**config.mk**
```make
export PLATFORM = sky130hd
export DESIGN_NAME = pwm_capture
export DESIGN_NICKNAME = d
export VERILOG_FILES = /design/src/rtl/pwm_capture.sv
export SDC_FILE = /design/constraint.sdc
export NUM_CORES = 1
export LEC_CHECK = 0
export BUFFER_PORTS_ARGS = -buffer_cell sky130_fd_sc_hd__buf_2
export CORE_MARGIN = 2
export CORE_UTILIZATION = 55
export DETAILED_ROUTE_END_ITERATION = 6
export PLACE_DENSITY = 0.73
export SETUP_SLACK_MARGIN = 0.5
export SYNTH_ARGS = -nofsm -noshare
export SYNTH_HDL_FRONTEND = slang
export SYNTH_SLANG_ARGS = --single-unit
```
**constraint.sdc**
```tcl
create_clock -name clk -period 2.4 [get_ports clk]
set_input_delay 0.36 -clock clk [delete_from_list [all_inputs] [get_ports clk]]
set_output_delay 0.36 -clock clk [all_outputs]
set_load 0.05 [all_outputs]
```
**src/rtl/pwm_capture.sv**
```systemverilog
// rtl/pwm_capture.sv - PWM duty-cycle capture with serial restoring divider
module pwm_capture #(
    parameter int   WIDTH   = 8,
    parameter int   CNT_W   = 16,
    parameter int   TIMEOUT = 1024,
    parameter logic INVERT  = 1'b0
) (
    input  logic             clk,
    input  logic             reset_n,
    input  logic             pwm_in,
    output logic [WIDTH-1:0] level,
    output logic             valid,
    output logic             stuck,
    output logic [CNT_W-1:0] period,
    output logic [CNT_W-1:0] high_time,
    output logic             dropped
);

    localparam int              IW      = $clog2(WIDTH + 1);
    localparam logic [CNT_W-1:0] C_ONE  = CNT_W'(1);
    localparam logic [CNT_W-1:0] C_ALL1 = '1;
    localparam logic [CNT_W-1:0] C_TMO  = CNT_W'(TIMEOUT);
    localparam logic [CNT_W-1:0] C_TMO1 = CNT_W'(TIMEOUT - 1);

    typedef enum logic {
        S_IDLE,
        S_MEASURE
    } state_t;

    state_t r_state;
    state_t w_state_next;

    logic             r_sync1;
    logic             r_sync2;
    logic             r_sig_d;
    logic             w_sig;
    logic             w_rise;
    logic             w_edge;
    logic             w_timeout;
    logic             w_latch;
    logic             w_drop;

    logic [CNT_W-1:0] r_p_cnt;
    logic [CNT_W-1:0] r_h_cnt;
    logic [CNT_W-1:0] r_t_cnt;

    logic             r_busy;
    logic [IW-1:0]    r_iter;
    logic [CNT_W:0]   r_rem;
    logic [CNT_W-1:0] r_div;
    logic [CNT_W-1:0] r_hi;
    logic [WIDTH-2:0] r_quo;
    logic             r_sat;
    logic [CNT_W+1:0] w_shift;
    logic [CNT_W:0]   w_diff;
    logic             w_ge;

    assign w_sig     = r_sync2 ^ INVERT;
    assign w_rise    = w_sig & ~r_sig_d;
    assign w_edge    = w_sig ^ r_sig_d;
    assign w_timeout = !w_edge && (r_t_cnt == C_TMO1);

    // One restoring step: shift, compare against the latched period, subtract.
    assign w_shift = {r_rem, 1'b0};
    assign w_ge    = (w_shift >= {2'b00, r_div});
    assign w_diff  = w_shift[CNT_W:0] - {1'b0, r_div};

    always_ff @(posedge clk) begin
        if (!reset_n) begin
            r_sync1 <= 1'b0;
            r_sync2 <= 1'b0;
            r_sig_d <= 1'b0;
            r_p_cnt <= '0;
            r_h_cnt <= '0;
            r_t_cnt <= '0;
        end else begin
            r_sync1 <= pwm_in;
            r_sync2 <= r_sync1;
            r_sig_d <= w_sig;
            if (w_rise) begin
                r_p_cnt <= C_ONE;
                r_h_cnt <= C_ONE;
            end else begin
                if (r_p_cnt != C_ALL1) r_p_cnt <= r_p_cnt + C_ONE;
                if (w_sig && (r_h_cnt != C_ALL1)) r_h_cnt <= r_h_cnt + C_ONE;
            end
            if (w_edge) r_t_cnt <= '0;
            else if (r_t_cnt != C_TMO) r_t_cnt <= r_t_cnt + C_ONE;
        end
    end

    always_ff @(posedge clk) begin
        if (!reset_n) r_state <= S_IDLE;
        else          r_state <= w_state_next;
    end

    always_comb begin
        w_state_next = r_state;
        w_latch      = 1'b0;
        w_drop       = 1'b0;
        if (w_timeout) begin
            w_state_next = S_IDLE;
        end else if (w_rise) begin
            w_state_next = S_MEASURE;
            if (r_state == S_MEASURE) begin
                if (r_busy)               w_drop  = 1'b1;
                else if (r_p_cnt != '0)   w_latch = 1'b1;
            end
        end
    end

    always_ff @(posedge clk) begin
        if (!reset_n) begin
            r_busy    <= 1'b0;
            r_iter    <= '0;
            r_rem     <= '0;
            r_div     <= '0;
            r_hi      <= '0;
            r_quo     <= '0;
            r_sat     <= 1'b0;
            level     <= '0;
            valid     <= 1'b0;
            stuck     <= 1'b0;
            period    <= '0;
            high_time <= '0;
            dropped   <= 1'b0;
        end else begin
            valid   <= 1'b0;
            dropped <= w_drop;
            if (w_latch) begin
                r_busy <= 1'b1;
                r_iter <= IW'(WIDTH);
                r_rem  <= {1'b0, r_h_cnt};
                r_div  <= r_p_cnt;
                r_hi   <= r_h_cnt;
                r_quo  <= '0;
                r_sat  <= (r_h_cnt >= r_p_cnt);
            end else if (r_busy) begin
                r_rem  <= w_ge ? w_diff : w_shift[CNT_W:0];
                r_quo  <= {r_quo[WIDTH-3:0], w_ge};
                r_iter <= r_iter - IW'(1);
                if (r_iter == IW'(1)) begin
                    r_busy    <= 1'b0;
                    valid     <= 1'b1;
                    stuck     <= 1'b0;
                    level     <= r_sat ? '1 : {r_quo, w_ge};
                    period    <= r_div;
                    high_time <= r_hi;
                end
            end
            // Static input: report the held level once, keep the last measurement.
            if (w_timeout) begin
                valid <= 1'b1;
                stuck <= 1'b1;
                level <= w_sig ? '1 : '0;
            end
        end
    end

endmodule

```
==> Word-level counts from Yosys, hierarchy flattened <==
Index checks and enable logic that the tools add are counted.
{ "word_totals": {"elab_cells": 92, "output_inout_bits": 43, "reg_bits": 157} }
{ "op_classes": {"add_sub_neg": 5, "bitwise": 7, "n_reduce_logical": 16, "muxes": 32, "eq_ne": 6, "magnitude_cmp": 2} }
{ "op_table": {"columns": ["cell", "count"], "rows": [
  ["adder 16 x 1 -> 16 bit (second input constant)", 3],
  ["2-to-1 mux 8 bit", 6],
  ["2-to-1 mux 16 bit", 2],
  ["!= test 16 bit (second input constant)", 2],
  ["2-to-1 mux 1 bit", 21],
  [">= comparator 18 x 16 -> 1 bit", 1],
  ["2-to-1 mux 17 bit", 1],
  ["subtractor 17 x 16 -> 17 bit", 1],
  ["== test 16 x 10 -> 1 bit (second input constant)", 1],
  [">= comparator 16 bit", 1],
  ["!= test 16 x 11 -> 1 bit (second input constant)", 1],
  ["nonzero test 16 bit", 1],
  ["nonzero test 2 bit", 5],
  ["2-to-1 mux 4 bit", 2],
  ["OR reduction 2 bit", 4],
  ["AND reduction 3 bit", 2],
  ["inverter 1 bit", 5],
  ["== test 4 x 1 -> 1 bit (second input constant)", 1],
  ["OR reduction 4 bit", 1],
  ["subtractor 4 x 1 -> 4 bit (second input constant)", 1],
  ["logical AND 1 bit", 2],
  ["!= test 2 bit (second input constant)", 1],
  ["bitwise AND 1 bit", 1],
  ["logical NOT 1 bit", 1],
  ["bitwise XOR 1 bit", 1]
]} }

==> Logic depth before layout (Yosys ltp) <==
Gate-level depths: netlist (run 1).
{ "depth": {"word_depth": 8, "ltp_mapped": 10} }

==> Least setup slack after synthesis (run 1) <==
OpenSTA, ideal clock, no wires.
{ "synth_timing": {"kind": "register -> register", "startpoint": "register r_div[5]", "endpoint": "register r_rem[8]", "required_time_ns": 2.284, "t_arrival_ns": 2.049, "path_slack_ns": 0.234, "stages_incl_launch_ff": 9, "n_path_buf": 1, "cell_sequence": "dfxtp_1 > inv_1 > ha_1 > and2_4 > a221oi_4 > nand3_2 > a221o_1 > buf_6 > a31o_2"} }
{ "synth_between": {"elab_chain_len": 4, "elab_cells_between_ends": 5, "classes_between": "1 x add/sub; 1 x order compare; 3 x mux"} }
{ "synth_lines": {"columns": ["element", "line", "source"], "rows": [
  ["start, declared", "50", "logic [CNT_W-1:0] r_div;"],
  ["start signal, assigned", "134", "r_div <= r_p_cnt;"],
  ["subtractor 17 x 16 -> 17 bit or >= comparator 18 x 16 -> 1 bit (tied branches)", "66, 65", null],
  ["2-to-1 mux 17 bit (*)", "139", "r_rem <= w_ge ? w_diff : w_shift[CNT_W:0];"],
  ["2-to-1 mux 16 bit (*)", "138", "end else if (r_busy) begin"],
  ["2-to-1 mux 16 bit (*)", "130", "if (w_latch) begin"],
  ["end signal, assigned", "133", "r_rem <= {1'b0, r_h_cnt};"],
  ["end signal, assigned", "139", null],
  ["end, declared", "49", "logic [CNT_W:0] r_rem;"]
]} }
Mark *: on every way between the ends. The rest lies on a longest branch, timed or not. The select of a mux whose other input is x is not followed.
A chain may end at the register's enable or synchronous reset.

==> Worst setup path after layout (run 1) <==
{ "layout_timing": {"startpoint": "register r_rem[3]", "endpoint": "register r_rem[5]"} }
{ "layout_between": {"elab_chain_len": 4, "elab_cells_between_ends": 5, "classes_between": "1 x add/sub; 1 x order compare; 3 x mux"} }
{ "layout_lines": {"columns": ["element", "line"], "rows": [
  ["subtractor 17 x 16 -> 17 bit or >= comparator 18 x 16 -> 1 bit (tied branches)", "66, 65"],
  ["2-to-1 mux 17 bit (*)", "139"],
  ["2-to-1 mux 16 bit (*)", "138"],
  ["2-to-1 mux 16 bit (*)", "130"]
]} }
Marked as above.

==> flow_metrics.env, run 1 <==
export IMPL_critPathSlowestCell="a221o_1"
export IMPL_grt_setup_unrepaired="yes"
export IMPL_p_per_area_nw_per_um2=536.7
export IMPL_wl_per_cell_um=17.87
export IMPL_skew_ns=0.01118
export IMPL_clk_pin_slew_ns=0.06
export IMPL_worstReg2RegEnd="r_rem[5]"
export IMPL_min_from="pwm_in"
export IMPL_fmax_mhz=441.2
export IMPL_insertion_delay_ns=0.43
export IMPL_die_area_um2=15480
export IMPL_max_stage_delay_ns=0.47
export IMPL_grt_pass1_vias=6996
export IMPL_fin_crit_sh=0.9444
export IMPL_avgSynthCellArea_um2=8.341
export IMPL_layout_nets=1103
export IMPL_cp_required_ns=2.69
export IMPL_clockBufferDepth=2
export IMPL_crit_path_cell_trace="ha_4 > and2_4 > a221oi_4 > nand3_2 > a221o_1 > buf_6 > nor3b_4 > a311oi_2"
export IMPL_cap_violations=0
export IMPL_overflow=0
export IMPL_p_total_mw=5.430
export IMPL_fin_setup_tns_ns=0
export IMPL_portBuffers=45
export IMPL_setup_viol=0
export IMPL_rr_worst_depth=8
export IMPL_finalCriticalPeriod_ns=2.267
export IMPL_worstSetupEndpointType="flop"
export IMPL_peakVddDrop_mv=0.5589
export IMPL_worstSetupStartpointType="flop"
export IMPL_grt_use_total=0.2803
export IMPL_yosys_warnings=0
export IMPL_dr_pass1_iters=7
export IMPL_r2r_start="r_rem[3]"
export IMPL_hold_class="in2reg"
export IMPL_clkSinkCount=157
export IMPL_final_common_cell="nand2_1"
export IMPL_die_h_um=124.4
export IMPL_power_leakage_nw=3.858
export IMPL_netlist_area_um2=7974
export IMPL_h_tree_depth=4
export IMPL_core_area_um2=14370
export IMPL_hold_end="r_sync1"
export IMPL_synthToLayoutAreaGrowth_pct=26.88
export IMPL_gp_congestion=0.8843
export IMPL_root_buffer="clkbuf_16"
export IMPL_synthDistinctLibCells=71
export IMPL_synth_nets=1001
export IMPL_drt_initial_drc_count=753
export IMPL_cp_max_fo=5
export IMPL_async_flop_share=0
export IMPL_dpl_cell_area_um2=8632
export IMPL_dp_hpwl_um=13720
export IMPL_io_pins=46
export IMPL_grt_pass1_wl_um=35310
export IMPL_vias_per_cell=5.863
export IMPL_tritoncts="done"
export IMPL_initial_core_util=0.5549
export IMPL_crit_type="reg2reg"
export IMPL_yosysSeqAreaShare=0.3942
export IMPL_ant_nets=0
export IMPL_worst_pin_slew_ns=0.5052
export IMPL_slew_headroom=0.6624
export IMPL_ff2ff_setup_slack_ns=0.13
export IMPL_die_w_um=124.4
export IMPL_diodes=0
export IMPL_synth_main_ff_cell="dfxtp_1"
export IMPL_grt_max_degree=37
export IMPL_syn_inst=956
export IMPL_rows=44
export IMPL_drive_gt1_frac=0.2568
export IMPL_drc=0
export IMPL_hold_path_depth=2
export IMPL_ys_ff_latch=157
export IMPL_vias=7358
export IMPL_outcome="finished, final reports clean"
export IMPL_grt_antenna_before_repair=0
export IMPL_cts_buffers=17
export IMPL_synth_edf_count=0
export IMPL_finalHoldViolCount=0
export IMPL_layout_common_cells="nand2_1 (162), dfxtp_1 (135), nor2_1 (86), buf_4 (74), a21boi_0 (67)"
export IMPL_drv_slew=0
export IMPL_stdcell_area_um2=10120
export IMPL_drt_total_wl_um=22430
export IMPL_hold_buffers=0
export IMPL_worstPathArrival_ns=2.56
kinds of logic (layout without fill, tap and decap cells):
kind of cell             count (synthesis)  in the layout  synth area share
AO/OA/AOI/OAI                          208            208            0.1852
XOR/XNOR                                50             50           0.05492
adder cells (fa/ha/maj)                 42             42           0.06684
buffers and inverters                  100            215           0.05162
flip-flops                             157            157            0.3942
multiplexers                            24             24           0.03091
AND/OR/NAND/NOR                        375            375            0.2164
how the worst max path moves through the flow:
stage,startpoint,endpoint
4_1_cts,r_rem[4],r_rem[5]
5_1_grt,r_div[2],r_rem[10]
3_3_place_gp,r_div[1],r_rem[15]
3_5_place_dp,r_div[11],r_rem[5]
2_1_floorplan,r_div[5],r_rem[8]
6_report,r_rem[3],r_rem[5]
power breakdown:
part	switching, mW	internal [mW]	total [mW]	leakage [nW]
logic	0.147	0.117	0.263	2.31
clock network	1.16	1.37	2.53	0.269
registers	0.0187	2.62	2.64	1.28
total	1.33	4.10	5.43	3.86
area by class of cell:
type | count | area, um2
clock buffer | 18 | 439.2
clock inverter | 14 | 111.4
fill | 1087 | 4252
inverter | 49 | 186.4
multi-input combinational | 699 | 4907
sequential | 157 | 3181
tap | 184 | 230.2
timing repair buffer | 134 | 1062
sequential cells by signal, indices dropped and copies added, names as in the netlist:
signal / count
high_time: 16
stuck: 1
r_sync1: 1
r_state: 1
valid: 1
r_h_cnt: 16
r_busy: 1
r_p_cnt: 16
r_sat: 1
period: 16
r_rem: 17
r_hi: 16
r_iter: 4
dropped: 1
r_sync2: 1
r_div: 16
r_t_cnt: 16
r_quo: 7
level: 8
r_sig_d: 1
metrics by stage:
| stage | std cells | hold slack, ns | util | setup slack (ns) |
|---|---|---|---|---|
| 4_1_cts | 1241 | 0.1537 | 0.6896 | 0.2791 |
| 3_5_place_dp | 1172 | 0.4187 | 0.6007 | 0.1195 |
| 2_1_floorplan | 956 | 0.4119 | - | 0.3638 |
| 3_3_place_gp | 1172 | 0.4200 | 0.6007 | 0.1111 |
| 6_report | 1255 | 0.1644 | 0.7041 | 0.1334 |
| 5_1_grt | 1255 | 0.1532 | 0.7041 | 0.07773 |
repair_timing:
action,in CTS,in global routing
endpoints found under the hold margin,0,0
endpoints found under the setup margin,75,91
setup buffers,33,13
cloned,4,1
gates resized for setup,84,30
pin swaps,31,18
synth_stat cells, types with 6 or more instances:
cell type	instances	share of area
a211oi_1	6	0.0056
nor4_1	10	0.0078
a21oi_1	28	0.018
and3_1	7	0.0055
o21a_1	10	0.0094
nor3_1	17	0.011
nand4_1	16	0.013
nand2_1	168	0.079
and4_1	6	0.0066
inv_1	49	0.023
nor2_1	87	0.041
o21ai_0	31	0.019
buf_2	12	0.0075
mux2i_1	19	0.024
and2_1	11	0.0086
a31oi_1	13	0.010
a21boi_0	69	0.065
xnor2_1	37	0.041
dfxtp_1	157	0.39
clkbuf_1	33	0.016
xor2_1	13	0.014
o211ai_1	7	0.0066
ha_1	41	0.064
nand3_1	20	0.013
layer usage:
| metal | vias to the layer above | GRT usage | wire (um) |
|---|---|---|---|
| met3 | 62 | 0.05627 | 1396 |
| met5 | - | 0 | 0 |
| met1 | 3528 | 0.3550 | 9615 |
| met2 | 259 | 0.4754 | 10800 |
| li1 | 3509 | - | - |
| met4 | 0 | 0.09848 | 621 |
worst max-delay path, delay by kind of cell (launching register included):
family / cells / cell delay [ns]
AO/OA/AOI/OAI: 3 / 0.79
buffers and inverters: 1 / 0.18
AND/OR/NAND/NOR: 3 / 0.53
flip-flops: 1 / 0.36
adder cells (fa/ha/maj): 1 / 0.26
Note: power is estimated with default switching activity, not from simulation.
==> run 2: changes to the inputs <==
CORE_ASPECT_RATIO = 0.5   (was not set)
==> run 2 against run 1 <==
The flow now finishes with violations (design-rule violations). Non-clock buffer count increased by 2. Total power increased by 3.7%. Hold slack got worse by 0.034 ns. Clock-buffer cell count decreased by 1. Via count increased by 2.0%. Utilization increased by 1.0 points. Sequential cell count unchanged. Clock power increased by 7%. Global-route usage increased by 1.6 points. Fmax decreased by 1.2%. Sequential share of layout area decreased by 0.31 points. Die area increased by 0.38%. Critical endpoint is now level[0]. Highest routed layer unchanged.
==> flow_metrics.env, run 2 (synthesis gave the netlist of run 1 again) <==
export IMPL_outcome="complete, but fails checks"
export IMPL_violations="design-rule violations"
export IMPL_cts_buffers=17
export IMPL_core_area_um2=14310
export IMPL_worstSetupEndpointType="flop"
export IMPL_drive_gt1_frac=0.2619
export IMPL_drt_initial_drc_count=787
export IMPL_grt_max_degree=34
export IMPL_cp_max_fo=6
export IMPL_clockBufferDepth=2
export IMPL_io_pins=46
export IMPL_layout_nets=1105
export IMPL_power_leakage_nw=3.895
export IMPL_p_clk_frac=0.482
export IMPL_fillers=1007
export IMPL_vias_per_cell=5.903
export IMPL_largest_reg_flops=17
export IMPL_hold_class="in2reg"
export IMPL_place_ws_ns=0.04369
export IMPL_setup_viol=0
export IMPL_grt_use_total=0.2964
export IMPL_p_int_mw=4.146
export IMPL_overflow=0
export IMPL_grt_setup_unrepaired="yes"
export IMPL_clkSinkCount=157
export IMPL_drv_slew=0
export IMPL_layout_common_cells="nand2_1 (165), dfxtp_1 (129), nor2_1 (86), buf_4 (69), buf_2 (45)"
export IMPL_die_area_um2=15540
export IMPL_grt_pass1_wl_um=35720
export IMPL_hold_buffers=0
export IMPL_pwr_share_seq=0.468
export IMPL_p_sw_frac=0.2634
export IMPL_slew_headroom=0.5970
export IMPL_die_h_um=89.14
export IMPL_regMostFlops="r_rem"
export IMPL_cp_required_ns=2.70
export IMPL_final_common_cell="nand2_1"
export IMPL_p_switching_mw=1.482
export IMPL_worstSetupStartpointType="flop"
export IMPL_combPwrFrac=0.050
export IMPL_crit_type="reg2reg"
export IMPL_worstPathArrival_ns=2.59
export IMPL_vias=7503
export IMPL_dr_pass1_iters=7
export IMPL_finalCriticalPeriod_ns=2.294
export IMPL_fin_crit_sh=0.9560
export IMPL_grt_pass1_vias=6784
export IMPL_drc=8
export IMPL_peakVddDrop_mv=0.5236
export IMPL_dp_hpwl_um=15020
export IMPL_h_tree_depth=4
export IMPL_insertion_delay_ns=0.43
export IMPL_grt_antenna_before_repair=0
export IMPL_die_w_um=174.3
export IMPL_rows=31
export IMPL_finalHoldViolCount=0
export IMPL_clk_pin_slew_ns=0.07
export IMPL_ant_nets=0
export IMPL_wl_per_cell_um=18.54
export IMPL_portBuffers=45
export IMPL_worst_pin_slew_ns=0.6045
export IMPL_cap_violations=0
export IMPL_root_buffer="clkbuf_16"
export IMPL_synthToLayoutAreaGrowth_pct=28.24
export IMPL_fmax_mhz=435.8
export IMPL_initial_core_util=0.5571
export IMPL_diodes=0
export IMPL_setup_ws_ns=0.1056
export IMPL_p_total_mw=5.629
export IMPL_skew_ns=0.01406
export IMPL_tritoncts="done"
export IMPL_gp_congestion=0.8919
export IMPL_p_per_area_nw_per_um2=550.4
export IMPL_drt_total_wl_um=23570
[run 2: path summary, 6_finish.rpt]
kind / endpoint / cells past startpoint / from / slack [ns]
min reg2reg: r_sync2 / 1 / r_sync1 / 0.44
max: level[0] / 11 / r_div[5] / 0.11
max reg2reg: level[0] / 11 / r_div[5] / 0.11
min: r_sync1 / 2 / pwm_in / 0.13
[run 2: final cells by class]
type,count,area [um2],share of cell area
tap,198,247.7,0.02423
sequential,157,3183,0.3113
timing repair buffer,136,1134,0.1109
inverter,49,186.4,0.01823
clock inverter,15,167.7,0.01640
clock buffer,17,425.4,0.04160
multi-input combinational,699,4882,0.4774
[run 2: stage by stage]
| step | cells | instance area [um2] | hold slack [ns] | util | TNS (ns) |
|---|---|---|---|---|---|
| after floorplan | 956 | 8070 | 0.4119 | - | 0 |
| after global placement | 1195 | 8712 | 0.4152 | 0.6087 | 0 |
| after detailed placement | 1195 | 8712 | 0.4196 | 0.6087 | 0 |
| after CTS | 1250 | 9854 | 0.1232 | 0.6885 | 0 |
| after global routing | 1271 | 10230 | 0.1360 | 0.7145 | -0.001924 |
| final | 1271 | 10230 | 0.1306 | 0.7145 | 0 |
[run 2: power groups by stage]
| stage | clock network (mW) | registers (mW) | logic [mW] |
|---|---|---|---|
| 2_1_floorplan | 0 | 2.69 | 0.154 |
| 3_3_place_gp | 0 | 2.70 | 0.216 |
| 3_5_place_dp | 0 | 2.70 | 0.219 |
| 4_1_cts | 2.71 | 2.64 | 0.249 |
| 5_1_grt | 2.82 | 2.64 | 0.306 |
| 6_report | 2.71 | 2.63 | 0.284 |
[run 2: per-layer routing]
layer  wire [um]  track usage
met5           0            0
met4         491       0.1062
met1       10610       0.4059
met2       10390       0.4726
met3        2075      0.05952
[run 2: critical path: stages (launching register included)]
cell and delay (ns):
dfxtp_2 0.35, inv_2 0.05, ha_4 0.25, and2_4 0.15
buf_4 0.13, o211ai_1 0.12, buf_4 0.18, nand3_2 0.10
a221o_1 0.41, buf_6 0.17, nor3b_2 0.17, o32ai_1 0.09
[run 2: timing repair]
item                                   in CTS  in global routing
buffers inserted                           20                 18
endpoints found under the hold margin       0                  0
cloned                                      3                  3
resized for setup                          85                 54
setup endpoints to repair                  79                 92
pin swaps                                  13                 20
==> run 3: changes to the inputs <==
CAP_MARGIN = 10   (was not set)
clock period = 2.9 ns   (was 2.4 ns; I/O delays follow)
==> run 3 against run 2 <==
The run now ends clean. Combinational power is 39% lower. Utilization is 8.0 points lower. Sequential cell count is the same. Via count is 6.0% lower. Wire length decreased by 11%. Fmax is 3.2% lower. Total power is 21% lower. Sequential share of layout area increased by 3.5 points. Largest cell class unchanged. Largest power group is now registers. Highest routed layer unchanged.
==> flow_metrics.env, run 3 (synthesis gave the netlist of run 1 again) <==
export IMPL_worstSetupStartpointType="flop"
export IMPL_cts_buffers=17
export IMPL_wl_per_cell_um=17.47
export IMPL_drc=0
export IMPL_hold_class="in2reg"
export IMPL_io_pins=46
export IMPL_largest_reg_flops=17
export IMPL_rows=31
export IMPL_die_h_um=89.14
export IMPL_clk_pin_slew_ns=0.07
export IMPL_gp_congestion=0.9295
export IMPL_grt_antenna_before_repair=0
export IMPL_finalHoldViolCount=0
export IMPL_insertion_delay_ns=0.43
export IMPL_power_leakage_nw=3.342
export IMPL_pwr_share_seq=0.489
export IMPL_place_ws_ns=0.3816
export IMPL_hold_ws_ns=0.2079
export IMPL_grt_pass1_vias=6258
export IMPL_p_per_area_nw_per_um2=492.5
export IMPL_setup_viol=0
export IMPL_hold_buffers=0
export IMPL_drt_initial_drc_count=761
export IMPL_overflow=0
export IMPL_grt_max_degree=51
export IMPL_ant_nets=0
export IMPL_layout_nets=1040
export IMPL_skew_ns=0.01455
export IMPL_cp_required_ns=3.24
export IMPL_clkSinkCount=157
export IMPL_p_sw_frac=0.2497
export IMPL_cap_violations=0
export IMPL_root_buffer="clkbuf_16"
export IMPL_fin_setup_tns_ns=0
export IMPL_worstSetupEndpointType="flop"
export IMPL_drv_slew=0
export IMPL_crit_type="reg2reg"
export IMPL_cp_max_fo=6
export IMPL_final_common_cell="nand2_1"
export IMPL_initial_core_util=0.5571
export IMPL_vias=7050
export IMPL_grt_use_total=0.2722
export IMPL_grt_pass1_wl_um=32840
export IMPL_tritoncts="done"
export IMPL_dpl_cell_area_um2=8394
export IMPL_drive_gt1_frac=0.1429
export IMPL_die_w_um=174.3
export IMPL_combPwrFrac=0.039
export IMPL_diodes=0
export IMPL_vias_per_cell=5.846
export IMPL_regMostFlops="r_rem"
export IMPL_die_area_um2=15540
export IMPL_h_tree_depth=4
export IMPL_portBuffers=45
export IMPL_core_area_um2=14310
export IMPL_stdcell_area_um2=9085
export IMPL_setup_ws_ns=0.5292
export IMPL_fin_crit_sh=0.8175
export IMPL_dr_pass1_iters=5
export IMPL_worstPathArrival_ns=2.71
export IMPL_outcome="finished, final reports clean"
export IMPL_drt_total_wl_um=21060
export IMPL_grt_setup_unrepaired="yes"
export IMPL_peakVddDrop_mv=0.3989
export IMPL_slew_headroom=0.5364
export IMPL_p_int_mw=3.357
export IMPL_dp_hpwl_um=14750
export IMPL_p_total_mw=4.474
export IMPL_fmax_mhz=421.8
export IMPL_layout_common_cells="nand2_1 (167), dfxtp_1 (154), nor2_1 (87), a21boi_0 (68), inv_1 (49)"
export IMPL_worst_pin_slew_ns=0.6924
export IMPL_p_clk_frac=0.473
export IMPL_p_switching_mw=1.117
export IMPL_finalCriticalPeriod_ns=2.371
export IMPL_clockBufferDepth=2
export IMPL_synthToLayoutAreaGrowth_pct=13.93
-- run 3: changes by cell type in the layout (fill, tap and decap cells not counted), sizes merged --
| cell | delta |
|---|---|
| inv | -1 |
| clkinvlp | +6 |
| clkinv | -5 |
| bufbuf | -1 |
| buf | -61 |
| clkbuf | -3 |
-- run 3: repair_timing --
item                       in CTS  in global routing
cloned                          0                  0
gates resized for setup         4                 24
pin swaps                       4                  4
setup endpoints to repair      14                 43
buffers inserted                1                  5
-- run 3: metrics by stage --
stage | instances | utilization
3_3_place_gp | 1168 | 0.5865
4_1_cts | 1201 | 0.6266
6_report | 1206 | 0.6348
3_5_place_dp | 1168 | 0.5865
2_1_floorplan | 956 | -
5_1_grt | 1206 | 0.6348
-- run 3: final cells by class --
| cell class | count | area [um2] |
|---|---|---|
| fill | 1256 | 5228 |
| multi-input combinational | 699 | 4522 |
| sequential | 157 | 3147 |
| timing repair buffer | 71 | 431.7 |
| clock buffer | 17 | 425.4 |
| tap | 198 | 247.7 |
| inverter | 49 | 183.9 |
| clock inverter | 15 | 127.6 |
-- run 3: path summary, 6_finish.rpt --
path | slack [ns] | start | cells after the start | endpoint
worst max register to register | 0.53 | r_div[6] | 8 | r_rem[13]
worst min register to register | 0.44 | r_sync1 | 1 | r_sync2
worst max-delay path | 0.53 | r_div[6] | 8 | r_rem[13]
worst min-delay path | 0.21 | pwm_in | 2 | r_sync1
-- run 3: power by group through the flow --
stage	sequential (mW)	clock (mW)	combinational [mW]
after floorplan	2.23	0	0.126
after global placement	2.23	0	0.162
after detailed placement	2.23	0	0.164
after CTS	2.18	2.13	0.165
after global routing	2.19	2.23	0.191
final	2.19	2.11	0.173
-- run 3: worst max-delay path: stages, from the launching register on --
cell      delay [ns]
dfxtp_1         0.37
inv_1           0.06
ha_1            0.41
a21oi_1         0.16
and2_1          0.16
a22o_1          0.27
and4b_1         0.24
a2111o_1        0.42
o21ai_0         0.20
-- run 3: routing by layer --
layer | up-vias | wire (um) | track usage
met1 | 3349 | 9822 | 0.3927
met3 | 40 | 1896 | 0.04422
li1 | 3380 | - | -
met5 | - | 0 | 0
met2 | 281 | 8977 | 0.4246
met4 | 0 | 366 | 0.07945
